## src/rtl/input_port_ctrl_pkg.sv

```systemverilog
// Shared types and defaults for the processor input port.
// Holds the FSM state encoding and default sizing constants.
package input_port_ctrl_pkg;

  localparam int DEF_DATA_W          = 16;
  localparam int DEF_DEBOUNCE_CYCLES = 1000000;

  typedef enum logic [1:0] {
    IDLE     = 2'd0,
    WAIT_KEY = 2'd1,
    VALID    = 2'd2
  } state_t;

endpackage

```

## src/rtl/input_port_ctrl_key_debounce.sv

```systemverilog
// Key synchronizer, debouncer and rising-edge pulse generator.
// A level change is accepted after DEBOUNCE_CYCLES differing samples.
module key_debounce
  import input_port_ctrl_pkg::*;
#(
  parameter int DEBOUNCE_CYCLES = DEF_DEBOUNCE_CYCLES
) (
  input  logic clkIn,
  input  logic reset,
  input  logic key_raw,
  output logic key_pulse
);

  localparam int CW = $clog2(DEBOUNCE_CYCLES + 1);
  localparam logic [CW-1:0] LAST = CW'(DEBOUNCE_CYCLES - 1);

  logic          r_sync1;
  logic          r_sync2;
  logic          r_key_db;
  logic          r_key_db_d;
  logic [CW-1:0] r_cnt;

  // Two-flop synchronizer for the asynchronous button.
  always_ff @(posedge clkIn or posedge reset) begin
    if (reset) begin
      r_sync1 <= 1'b0;
      r_sync2 <= 1'b0;
    end else begin
      r_sync1 <= key_raw;
      r_sync2 <= r_sync1;
    end
  end

  // Count consecutive differing samples; accept the new level on the last one.
  always_ff @(posedge clkIn or posedge reset) begin
    if (reset) begin
      r_key_db <= 1'b0;
      r_cnt    <= '0;
    end else if (r_sync2 == r_key_db) begin
      r_cnt <= '0;
    end else if (r_cnt == LAST) begin
      r_key_db <= r_sync2;
      r_cnt    <= '0;
    end else begin
      r_cnt <= r_cnt + 1'b1;
    end
  end

  // Delayed copy of the debounced level for edge detection.
  always_ff @(posedge clkIn or posedge reset) begin
    if (reset) r_key_db_d <= 1'b0;
    else       r_key_db_d <= r_key_db;
  end

  assign key_pulse = r_key_db & ~r_key_db_d;

endmodule

```

## src/rtl/input_port_ctrl.sv

```systemverilog
// Processor IN-instruction port: waits for a debounced key press
// and hands the synchronized switch word to the processor.
module input_port_ctrl
  import input_port_ctrl_pkg::*;
#(
  parameter int DATA_W          = DEF_DATA_W,
  parameter int DEBOUNCE_CYCLES = DEF_DEBOUNCE_CYCLES
) (
  input  logic              clkIn,
  input  logic              reset,
  input  logic [DATA_W-1:0] sw_raw,
  input  logic              key_raw,
  input  logic              in_req,
  input  logic              in_ack,
  output logic [DATA_W-1:0] in_data,
  output logic              in_valid,
  output logic              waiting,
  output logic              key_pulse
);

  state_t            r_state;
  state_t            w_next;
  logic [DATA_W-1:0] r_sw_s1;
  logic [DATA_W-1:0] r_sw_s2;
  logic [DATA_W-1:0] r_data;
  logic              w_key_pulse;
  logic              w_capture;

  key_debounce #(
    .DEBOUNCE_CYCLES(DEBOUNCE_CYCLES)
  ) u_key_debounce (
    .clkIn    (clkIn),
    .reset    (reset),
    .key_raw  (key_raw),
    .key_pulse(w_key_pulse)
  );

  // Two-flop synchronizer for the switch bank.
  always_ff @(posedge clkIn or posedge reset) begin
    if (reset) begin
      r_sw_s1 <= '0;
      r_sw_s2 <= '0;
    end else begin
      r_sw_s1 <= sw_raw;
      r_sw_s2 <= r_sw_s1;
    end
  end

  // State register.
  always_ff @(posedge clkIn or posedge reset) begin
    if (reset) r_state <= IDLE;
    else       r_state <= w_next;
  end

  // Next-state logic; presses outside WAIT_KEY are dropped, not buffered.
  always_comb begin
    w_next = r_state;
    unique case (r_state)
      IDLE: begin
        if (in_req) w_next = WAIT_KEY;
      end
      WAIT_KEY: begin
        if (w_key_pulse)  w_next = VALID;
        else if (!in_req) w_next = IDLE;
      end
      VALID: begin
        if (in_ack) w_next = IDLE;
      end
      default: w_next = IDLE;
    endcase
  end

  assign w_capture = (r_state == WAIT_KEY) && w_key_pulse;

  // Capture the switch word on the accepted press; hold it otherwise.
  always_ff @(posedge clkIn or posedge reset) begin
    if (reset)          r_data <= '0;
    else if (w_capture) r_data <= r_sw_s2;
  end

  assign in_data   = r_data;
  assign in_valid  = (r_state == VALID);
  assign waiting   = (r_state == WAIT_KEY);
  assign key_pulse = w_key_pulse;

endmodule

```

## config.mk

```make
export PLATFORM = sky130hd
export DESIGN_NAME = input_port_ctrl
export DESIGN_NICKNAME = d
export VERILOG_FILES = /design/src/rtl/input_port_ctrl_pkg.sv /design/src/rtl/input_port_ctrl_key_debounce.sv /design/src/rtl/input_port_ctrl.sv
export SDC_FILE = /design/constraint.sdc
export NUM_CORES = 1
export LEC_CHECK = 0
export BUFFER_PORTS_ARGS = -buffer_cell sky130_fd_sc_hd__clkbuf_2
export CORE_MARGIN = 2
export CORE_UTILIZATION = 59
export DETAILED_ROUTE_END_ITERATION = 8
export HOLD_SLACK_MARGIN = 0.03
export PLACE_DENSITY = 0.83
export SETUP_SLACK_MARGIN = 0.02
export SYNTH_ARGS = -nofsm -noshare
export SYNTH_HDL_FRONTEND = slang
export SYNTH_SLANG_ARGS = --single-unit
```

## constraint.sdc

```tcl
create_clock -name clkIn -period 4.1 [get_ports clkIn]
set_input_delay 0.82 -clock clkIn [delete_from_list [all_inputs] [get_ports clkIn]]
set_output_delay 0.82 -clock clkIn [all_outputs]
set_load 0.02 [all_outputs]
```

# Word level (Yosys, flattened, before mapping)

Cells that the tools add are included.

Bits in registers: 74
Output and inout port bits: 19
Logic and storage cells: 31
Input port bits: 21

Multiplexer cells: 7
Add/subtract/negate cells: 1
Reduce and logical (&&, ||, !) cells: 4
Equality and inequality tests: 7
Bitwise logic cells: 3

Operators by type and width:

| kind                                                            | number |
|---|---|
| 20-bit two-way mux                                              | 2 |
| 20-bit by 1-bit adder with 20-bit output, second input constant | 1 |
| 20-bit == test, second input constant                           | 1 |
| 2-bit two-way mux                                               | 4 |
| 2-bit case mux with 3 select lines                              | 1 |
| 2-bit != test, second input constant                            | 2 |
| 3-bit by 2-bit != test with 1-bit output, second input constant | 1 |
| 3-bit AND reduction                                             | 1 |
| 2-bit by 1-bit == test with 1-bit output, second input constant | 1 |
| 2-bit == test, second input constant                            | 1 |
| 2-bit logical NOT                                               | 1 |
| 1-bit inverter                                                  | 2 |
| 2-bit AND reduction                                             | 1 |
| 1-bit bitwise AND                                               | 1 |
| 1-bit == test                                                   | 1 |
| 1-bit logical AND                                               | 1 |

# Depth between registers and ports, before layout

Gate-level depths: netlist (run 1).

Depth in word-level cells: 4
Gate-level depth with buffers: 6
Mapped depth without buffers: 5

# By module

A second synthesis (run 1) with hierarchy kept.

Cells, all modules: 185
Area, all modules: 2,713.9 um^2

By module, submodules not included:

| module          | seq. area each (um^2) | instances | cells each | area an instance (um^2) |
|---|---|---|---|---|
| input_port_ctrl | 1,251.2               | 1         | 75         | 1,532.7 |
| key_debounce    | 600.6                 | 1         | 110        | 1,181.1 |

# Least setup slack after synthesis (run 1)

OpenSTA, ideal clock, no wires.

Kind: register -> register
Start: reg u_key_debounce.r_key_db
End: reg r_data[0], in the netlist in_data[0]
Clock period less this slack: 1.983 ns
Required time: 3.975 ns
Buffers on the path: 1
Data arrival time: 1.859 ns
Library setup time: 0.125 ns
Stages on the path, launching flop included: 6
Setup slack: 2.117 ns
Path through: dfrtp_1 > nor2b_1 > nand2_1 > nor2_1 > buf_2 > mux2_2

Word-level cells in the longest chain between the ends: 2

Ends and longest elaborated chain:

| element                  | RTL line                           | RTL |
|---|---|---|
| start: declaration       | input_port_ctrl_key_debounce.sv:19 | `logic r_key_db;` |
| start signal: assignment | input_port_ctrl_key_debounce.sv:42 | `r_key_db <= r_sync2;` |
| 1-bit bitwise AND        | input_port_ctrl_key_debounce.sv:55 | `assign key_pulse = r_key_db & ~r_key_db_d;` |
| net key_pulse            | input_port_ctrl.sv:18              | `output logic key_pulse` |
| 1-bit logical AND        | input_port_ctrl.sv:73              | `assign w_capture = (r_state == WAIT_KEY) && w_key_pulse;` |
| end signal: assignment   | input_port_ctrl.sv:78              | `else if (w_capture) r_data <= r_sw_s2;` |
| end: declaration         | input_port_ctrl.sv:25              | `logic [DATA_W-1:0] r_data;` |

The timed path passes the listed nets, and every way through them passes these cells.
A chain may end at the register's enable or synchronous reset.

# Final worst setup path (run 1)

Start: reg u_key_debounce.r_cnt[13]
End: reg u_key_debounce.r_cnt[8]

Word-level cells in the longest chain between the ends: 3

Ends and longest elaborated chain:

| element                  | RTL line                           | RTL |
|---|---|---|
| start: declaration       | input_port_ctrl_key_debounce.sv:21 | `logic [CW-1:0] r_cnt;` |
| start signal: assignment | input_port_ctrl_key_debounce.sv:45 | `r_cnt <= r_cnt + 1'b1;` |
| 20-bit == test           | input_port_ctrl_key_debounce.sv:41 | `end else if (r_cnt == LAST) begin` |
| 20-bit two-way mux       | input_port_ctrl_key_debounce.sv:41 |  |
| 20-bit two-way mux       | input_port_ctrl_key_debounce.sv:39 | `end else if (r_sync2 == r_key_db) begin` |

Every way passes these cells.

==> run metrics, run 1 <==
H-tree depth=3; Post-DRT Antenna Nets=0; # diodes=0; commonest cells after routing, fill and taps aside=dfrtp_1, clkbuf_2, mux2_2; R2R cell count=5; GR Util All Layers=0.190; status=finished clean; Worst Setup End Kind=register; Final Critical Period=2.15 ns; DR DRC count=0; post-CTS sizing=0; vias in the first global route=1482; routed wire length=4.14 mm; arrival time at the worst endpoint=2.37 ns; pwr/cell area=457 nW/um2; Worst-Margin Slew=0.894 ns; period utilization=0.524; Yosys warning count=0; Critical Path RT=4.32 ns; fmax=0.465 GHz; sequential cell area fraction in the yosys report=0.713; hold depth=0; area grow syn2layout=19.4%; count of final hold-check violations=0; total CTS buffers=9; Fin Setup TNS=0 ns; Slew HR=0.403; CP peak stage delay=0.62 ns; Leakage=1.50 nW; Worst Skew=0.00650 ns; mean area per synthesized cell=13.9 um2; first-pass GRT wire length=7.06 mm; Nets=258; Chip Width=70.3 um; Crit-path slowest cell=o31ai_2; Post-Syn Nets=209; initial antenna violation count=0; fin. max-slew vios=0; Core Area=4290 um2; Iter 0 DRT Violations=120; max_cap viols=0; IO Pins=40; cell count after synthesis=187; setup bufs post-CTS=0; setup violators final=0; port buffer count=39; clock latency at the later pin of the worst-skew pair=0.34 ns; CTS tree=done; via count=1544; largest net degree at the start of global routing=47; commonest non-fill, non-tap cell in the layout=dfrtp_1; Initial Util=0.605; Hold-fix buffers, CTS=0; die height=70.3 um; critical-path cell list=nor4b_1 > nand2_1 > o31ai_2 > buf_4 > nor2_1; post-synth cell types=25; number of synthesized register bits=74; grt ovf=0; Sinks on Clock Net=74; critical path peak fanout=11; Clock Path Buffers=2; Clock transition at path regs=0.07 ns; RSZ-0062 raised after global routing=false; std cell rows=24; share of cells above drive strength 1=0.324; maximum vdd drop=0.276 mV; WL per Instance=14.1 um; Post-DP Area=2870 um2; First-pass DRT Iterations=4; Hold Path Class=register to register; die area=4950 um2; Critical Path Source Type=register; DP Wirelength=2.81 mm; root buffer cell=clkbuf_8; Synth Cell Area=2600 um2; Final Cell Area=3100 um2; CP Class=register to register; Placer Congestion=0.766; Vias/cell=5.27
==> worst paths after layout <==
path,from,to,slack (ns)
setup / recovery,u_key_debounce.r_cnt[13]$_DFF_PP0_,u_key_debounce.r_cnt[8]$_DFF_PP0_,1.95
hold / removal,r_sw_s1[2]$_DFF_PP0_,r_sw_s2[2]$_DFF_PP0_,0.35
setup reg to reg,u_key_debounce.r_cnt[13]$_DFF_PP0_,u_key_debounce.r_cnt[8]$_DFF_PP0_,1.95
hold reg to reg,r_sw_s1[2]$_DFF_PP0_,r_sw_s2[2]$_DFF_PP0_,0.35
max in group asynchronous,reset,r_sw_s1[3]$_DFF_PP0_,2.68
min in group asynchronous,reset,r_sw_s1[4]$_DFF_PP0_,0.65
==> registers in the layout (all words and copies together), names as in the netlist <==
register,count
in_data,16
r_state,2
r_sw_s1,16
r_sw_s2,16
u_key_debounce.r_cnt,20
u_key_debounce.r_key_db,1
u_key_debounce.r_key_db_d,1
u_key_debounce.r_sync1,1
u_key_debounce.r_sync2,1
==> critical path, delay by kind of cell (launching register included) <==
family / cells / cell delay, ns
buffers and inverters: 1 / 0.30
AND/OR/NAND/NOR: 3 / 0.67
flip-flops: 1 / 0.44
AO/OA/AOI/OAI: 1 / 0.62
==> logic make-up (layout without fill, tap and decap cells) <==
group                    after synthesis  after routing  synth area share
buffers and inverters                 11             65            0.0169
AO/OA/AOI/OAI                         16             16            0.0357
AND/OR/NAND/NOR                       56             56             0.115
multiplexers                          17             17            0.0737
XOR/XNOR                              12             12            0.0405
flip-flops                            74             74             0.713
adder cells (fa/ha/maj)                1              1           0.00482
==> where the power goes <==
part / internal (W) / total, W / switching [W]
combinational: 0.0000124 / 0.0000353 / 0.0000229
clock: 0.000376 / 0.000626 / 0.000250
sequential: 0.000749 / 0.000756 / 0.00000659
total: 0.00114 / 0.00142 / 0.000280
==> cell type report <==
cell class,count,area (um2)
Tap cell,52,65.1
Clock buffer,12,155
Clock inverter,4,73.8
Fill cell,292,1190
Multi-Input combinational cell,102,706
Inverter,6,22.5
Sequential cell,74,1850
Timing Repair Buffer,43,225
==> Yosys cell counts <==
cell type   n  share of area
a21o_1      1         0.0029
a21oi_1     7          0.013
and2_1      1         0.0024
and3b_1     1         0.0034
buf_2       2         0.0039
clkbuf_1    3         0.0043
dfrtp_1    74           0.71
ha_1        1         0.0048
inv_1       6         0.0087
mux2_2     17          0.074
nand2_1    11          0.016
nand3_1     4         0.0077
nand4_1     2         0.0048
nand4_4     1         0.0082
nor2_1     16          0.023
nor2b_1     3         0.0072
nor3_1      4         0.0077
nor4_1      2         0.0048
nor4b_1     1         0.0034
o21ai_0     4         0.0077
o31ai_1     4          0.012
or3_1       5          0.012
or4_1       5          0.014
xnor2_1     8          0.027
xor2_1      4          0.013
==> stage by stage <==
step	total power (W)	setup WS [ns]	utilization	hold WS (ns)	cells
2_1_floorplan	0.000787	1.40	-	0.331	187
3_3_place_gp	0.000804	2.13	0.668	0.331	277
3_5_place_dp	0.000807	2.02	0.668	0.335	277
4_1_cts	0.00143	1.99	0.722	0.351	293
5_1_grt	0.00147	1.81	0.722	0.357	293
6_report	0.00142	1.95	0.722	0.349	293
==> layer usage <==
| layer | track usage | part of all wire | vias up |
|---|---|---|---|
| li1 | - | - | 739 |
| met1 | 0.266 | 0.46 | 748 |
| met2 | 0.270 | 0.46 | 47 |
| met3 | 0.0707 | 0.058 | 10 |
| met4 | 0.0812 | 0.018 | 0 |
| met5 | 0 | 0 | - |
(Power assumes the default switching activity.)
==> inputs of run 2 (changes only) <==
--- a/config.mk
+++ b/config.mk
@@ -7,10 +7,10 @@
 export LEC_CHECK = 0
 export BUFFER_PORTS_ARGS = -buffer_cell sky130_fd_sc_hd__clkbuf_2
 export CORE_MARGIN = 2
-export CORE_UTILIZATION = 59
+export CORE_UTILIZATION = 50
 export DETAILED_ROUTE_END_ITERATION = 8
 export HOLD_SLACK_MARGIN = 0.03
-export PLACE_DENSITY = 0.83
+export PLACE_DENSITY = 0.75
 export SETUP_SLACK_MARGIN = 0.02
 export SYNTH_ARGS = -nofsm -noshare
 export SYNTH_HDL_FRONTEND = slang
==> constraint.sdc (replaced) <==
create_clock -name clkIn -period 1.94 [get_ports clkIn]
set_input_delay 0.388 -clock clkIn [delete_from_list [all_inputs] [get_ports clkIn]]
set_output_delay 0.388 -clock clkIn [all_outputs]
set_load 0.02 [all_outputs]
==> run 2 against run 1 <==
Global-route usage shrank 3.4 points. Non-clock buffer count grew 5. Critical path depth shrank 1. Via count shrank 0.97%. Utilization shrank 9.8 points. Sequential power grew 110%. Routed wire length shrank 1.8%. Die area grew 17%. Power grew 100%. Final cell count grew 7.8%. Cell area grew 2.1%. Count of clock-buffer cells in the layout shrank 2. Critical endpoint is now u_key_debounce.r_cnt[19]$_DFF_PP0_. Largest cell class unchanged. Highest routed layer unchanged.
==> run metrics, run 2 (same netlist as run 1, synthesis figures left out) <==
commonest cells after routing, fill and taps aside=dfrtp_1, clkbuf_2, mux2_2; Nets=263; area grow syn2layout=21.8%; via count=1529; Final Util=0.623; Total Power=0.00285 W; IO Pins=40; fin. max-slew vios=0; first-pass GRT wire length=6.94 mm; Critical Path Source Type=register; critical-path cell list=nand4_4 > or4_4 > or4_1 > a21oi_1; Worst Skew=0.00906 ns; Placer Congestion=0.743; H-tree depth=3; die area=5790 um2; setup bufs post-CTS=0; Leakage=1.50 nW; Storage cell area=1850 um2; Core Area=5070 um2; # diodes=0; count of final hold-check violations=0; CP Class=register to register; Sinks on Clock Net=74; Slew HR=0.634; DP Wirelength=2.71 mm; Worst Setup End Kind=register; WL per Instance=12.9 um; largest net degree at the start of global routing=38; status=finished clean; fmax=0.549 GHz; Hold-fix buffers, CTS=0; Hold Path Class=input port to async pin; Clock transition at path regs=0.07 ns; total CTS buffers=9; Vias/cell=4.84; share of cells above drive strength 1=0.358; commonest non-fill, non-tap cell in the layout=dfrtp_1; Filler Cells Inserted=395; critical path peak fanout=8; Final Critical Period=1.82 ns; footprint of the multi-input gates=718 um2; Iter 0 DRT Violations=45; clock latency at the later pin of the worst-skew pair=0.34 ns; setup violators final=0; number of flip-flops in the largest register=20; Initial Util=0.512; root buffer cell=clkbuf_8; std cell rows=26; Fin Setup TNS=0 ns; pwr/cell area=900 nW/um2; Critical Path RT=2.20 ns; initial antenna violation count=0; DR DRC count=0; RSZ-0062 raised after global routing=false; Clock Path Buffers=2; vias in the first global route=1538; die height=76.1 um; port buffer count=39; grt ovf=0; maximum vdd drop=0.580 mV; arrival time at the worst endpoint=2.09 ns; routed wire length=4.06 mm; GR Util All Layers=0.156; Worst-Margin Slew=0.549 ns; period utilization=0.940; Post-DRT Antenna Nets=0; Chip Width=76.1 um; Crit-path slowest cell=or4_4; CTS tree=done; First-pass DRT Iterations=4; Biggest register=u_key_debounce.r_cnt; max_cap viols=0; CP peak stage delay=0.60 ns
run 2: final cells by class:
class	instances	area share
clock buffer	10	0.0435
sequential	74	0.585
inverter	6	0.00831
multi-input combinational	102	0.227
clock inverter	6	0.0210
timing repair buffer	48	0.0870
tap	70	0.0277
run 2: worst paths after layout:
kind                                                   startpoint                                  to  slack, ns  depth (start not counted)
worst min-delay path                                        reset                r_sw_s2[0]$_DFF_PP0_       0.09                          2
worst max-delay path            u_key_debounce.r_cnt[4]$_DFF_PP0_  u_key_debounce.r_cnt[19]$_DFF_PP0_       0.12                          4
min in group clkIn                                     sw_raw[15]               r_sw_s1[15]$_DFF_PP0_       0.16                          1
worst max register to register  u_key_debounce.r_cnt[4]$_DFF_PP0_  u_key_debounce.r_cnt[19]$_DFF_PP0_       0.12                          4
worst min register to register               r_sw_s1[0]$_DFF_PP0_                r_sw_s2[0]$_DFF_PP0_       0.34                          0
max in group asynchronous                                   reset               r_sw_s1[13]$_DFF_PP0_       1.30                          3
run 2: power breakdown:
group / internal [W] / switching, W
registers: 0.00158 / 0.0000135
logic: 0.0000299 / 0.0000494
clock network: 0.000628 / 0.000542
total: 0.00224 / 0.000605
run 2: repair_timing:
action / CTS / global route
resized for setup: 2 / 1
setup endpoints to repair: 2 / 1
pin swaps: 0 / 1
run 2: critical path: cells and delay by family (launching register included):
kind	cells	cell delay, ns
AOI/OAI and AO/OA	1	0.15
DFF	1	0.45
and+or+nand+nor	3	1.16
run 2: metal layers:
layer / track usage / share of wire / vias to the layer above
met4: 0.0600 / 0.011 / 0
met2: 0.241 / 0.48 / 37
met5: 0 / 0 / -
met1: 0.201 / 0.47 / 744
li1: - / - / 744
met3: 0.0628 / 0.045 / 4
run 2: through the flow:
step / hold WS [ns] / area, um2 / instances / setup WS (ns)
2_1_floorplan: 0.331 / 2600 / 187 / 0.0689
3_3_place_gp: 0.332 / 2950 / 300 / 0.0387
3_5_place_dp: 0.335 / 2950 / 300 / -0.0322
4_1_cts: 0.0829 / 3160 / 316 / 0.0410
5_1_grt: 0.115 / 3160 / 316 / 0.0569
6_report: 0.0858 / 3160 / 316 / 0.117
==> inputs of run 3 (changes only) <==
--- a/config.mk
+++ b/config.mk
@@ -6,8 +6,10 @@
 export NUM_CORES = 1
 export LEC_CHECK = 0
 export BUFFER_PORTS_ARGS = -buffer_cell sky130_fd_sc_hd__clkbuf_2
+export CELL_PAD_IN_SITES_DETAIL_PLACEMENT = 1
+export CELL_PAD_IN_SITES_GLOBAL_PLACEMENT = 1
 export CORE_MARGIN = 2
-export CORE_UTILIZATION = 50
+export CORE_UTILIZATION = 41
 export DETAILED_ROUTE_END_ITERATION = 8
 export HOLD_SLACK_MARGIN = 0.03
 export PLACE_DENSITY = 0.75
==> run 3 against run 2 <==
Cell area is 0.32% lower. Critical path depth is 1 higher. Sequential power hardly changed. Count of clock-buffer cells in the layout is the same. Clock skew is 0.0018 ns higher. First-iteration DRC count shrank 18%. Sequential share of layout area rose by 0.23 points. Final cell count increased by 1.9%. Utilization is 10 points lower. Largest power group unchanged.
==> run metrics, run 3 (same netlist as run 1, synthesis figures left out) <==
grt ovf=0; H-tree depth=3; Slew HR=0.737; post-route insts no fill=322; status=finished clean; Filler Cells Inserted=640; share of cells above drive strength 1=0.368; Fin Setup TNS=0 ns; die height=83.6 um; Hold Path Class=input port to async pin; first-pass GRT wire length=8.89 mm; arrival time at the worst endpoint=2.13 ns; Placer Congestion=0.744; Final Util=0.523; largest net degree at the start of global routing=75; Nets=265; commonest non-fill, non-tap cell in the layout=dfrtp_1; count of final hold-check violations=0; Chip Width=83.6 um; footprint of the multi-input gates=721 um2; Sinks on Clock Net=74; DR DRC count=0; number of flip-flops in the largest register=20; CTS tree=done; clock latency at the later pin of the worst-skew pair=0.34 ns; vias in the first global route=1805; die area=6980 um2; total CTS buffers=9; GR Util All Layers=0.165; Critical Path Source Type=register; area grow syn2layout=21.4%; Crit-path slowest cell=or4_4; critical path peak fanout=4; WHS=0.117 ns; setup violators final=0; root buffer cell=clkbuf_8; Vias/cell=4.87; Post-DRT Antenna Nets=0; Critical Path RT=2.20 ns; commonest cells after routing, fill and taps aside=dfrtp_1, clkbuf_2, mux2_2; Leakage=1.50 nW; Worst-Margin Slew=0.391 ns; fin. max-slew vios=0; CP peak stage delay=0.55 ns; max_cap viols=0; initial antenna violation count=0; Worst Skew=0.0108 ns; Clock transition at path regs=0.07 ns; critical-path cell list=ha_2 > nand2_2 > or4_4 > or4_1 > a21oi_1; DP Wirelength=3.58 mm; Worst Setup End Kind=register; period utilization=0.961; port buffer count=39; fmax=0.536 GHz; Hold-fix buffers, CTS=0; Biggest register=u_key_debounce.r_cnt; Initial Util=0.431; RSZ-0062 raised after global routing=true; Core Area=6030 um2; maximum vdd drop=0.436 mV; First-pass DRT Iterations=4; via count=1569; std cell rows=28; routed wire length=5.01 mm; Total Power=0.00270 W; Storage cell area=1850 um2; Clock Path Buffers=2; CP Class=register to register; WL per Instance=15.5 um; Final Critical Period=1.86 ns; # diodes=0; Iter 0 DRT Violations=37; placed cell count=306; pwr/cell area=857 nW/um2; IO Pins=40
-- run 3: layer usage --
layer  track usage  up-vias  share of wire  routed length (um)
met5             0        -              0                   0
li1              -      747              -                   -
met3        0.0584        7          0.048                 239
met1         0.208      781           0.46                2280
met2         0.261       34           0.48                2410
met4        0.0660        0          0.014                  72
-- run 3: cell type report --
cell class | count | share of cell area
flip-flops and latches | 74 | 0.588
clock buffers | 10 | 0.0437
well taps | 75 | 0.0298
multi-input cells | 102 | 0.229
inverters | 6 | 0.00833
repair buffers | 50 | 0.0921
clock inverters | 5 | 0.00992
-- run 3: worst max-delay path, delay by kind of cell (launching register included) --
kind                     cells  cell delay (ns)
AO/OA/AOI/OAI                1             0.16
flip-flops                   1             0.38
adder cells (fa/ha/maj)      1             0.22
AND/OR/NAND/NOR              3             1.04
-- run 3: stage by stage --
step / instance area [um2] / worst slack [ns]
floorplan: 2600 / 0.0689
global route: 3150 / -0.00271
global placement: 2960 / 0.0769
detailed placement: 2960 / 0.00743
CTS: 3140 / 0.0212
finish: 3150 / 0.0753
-- run 3: repair_timing --
item	CTS	global route
gates resized for setup	3	2
buffers inserted	0	1
setup endpoints to repair	3	4
pin swaps	0	1
endpoints found under the hold margin	0	0
-- run 3: worst paths after layout --
| path | from | endpoint | slack [ns] | cells past startpoint |
|---|---|---|---|---|
| max | u_key_debounce.r_cnt[0]$_DFF_PP0_ | u_key_debounce.r_cnt[18]$_DFF_PP0_ | 0.08 | 5 |
| min | reset | r_sw_s2[4]$_DFF_PP0_ | 0.12 | 3 |
| max reg2reg | u_key_debounce.r_cnt[0]$_DFF_PP0_ | u_key_debounce.r_cnt[18]$_DFF_PP0_ | 0.08 | 5 |
| min reg2reg | r_sw_s1[14]$_DFF_PP0_ | r_sw_s2[14]$_DFF_PP0_ | 0.35 | 0 |
| max in group asynchronous | reset | r_sw_s2[2]$_DFF_PP0_ | 1.50 | 3 |
| min in group clkIn | sw_raw[7] | r_sw_s1[7]$_DFF_PP0_ | 0.15 | 1 |
-- run 3: where the power goes --
group,total (W),switching (W),internal [W]
Combinational,0.0000822,0.0000512,0.0000311
Sequential,0.00160,0.0000159,0.00158
Clock,0.00102,0.000534,0.000486
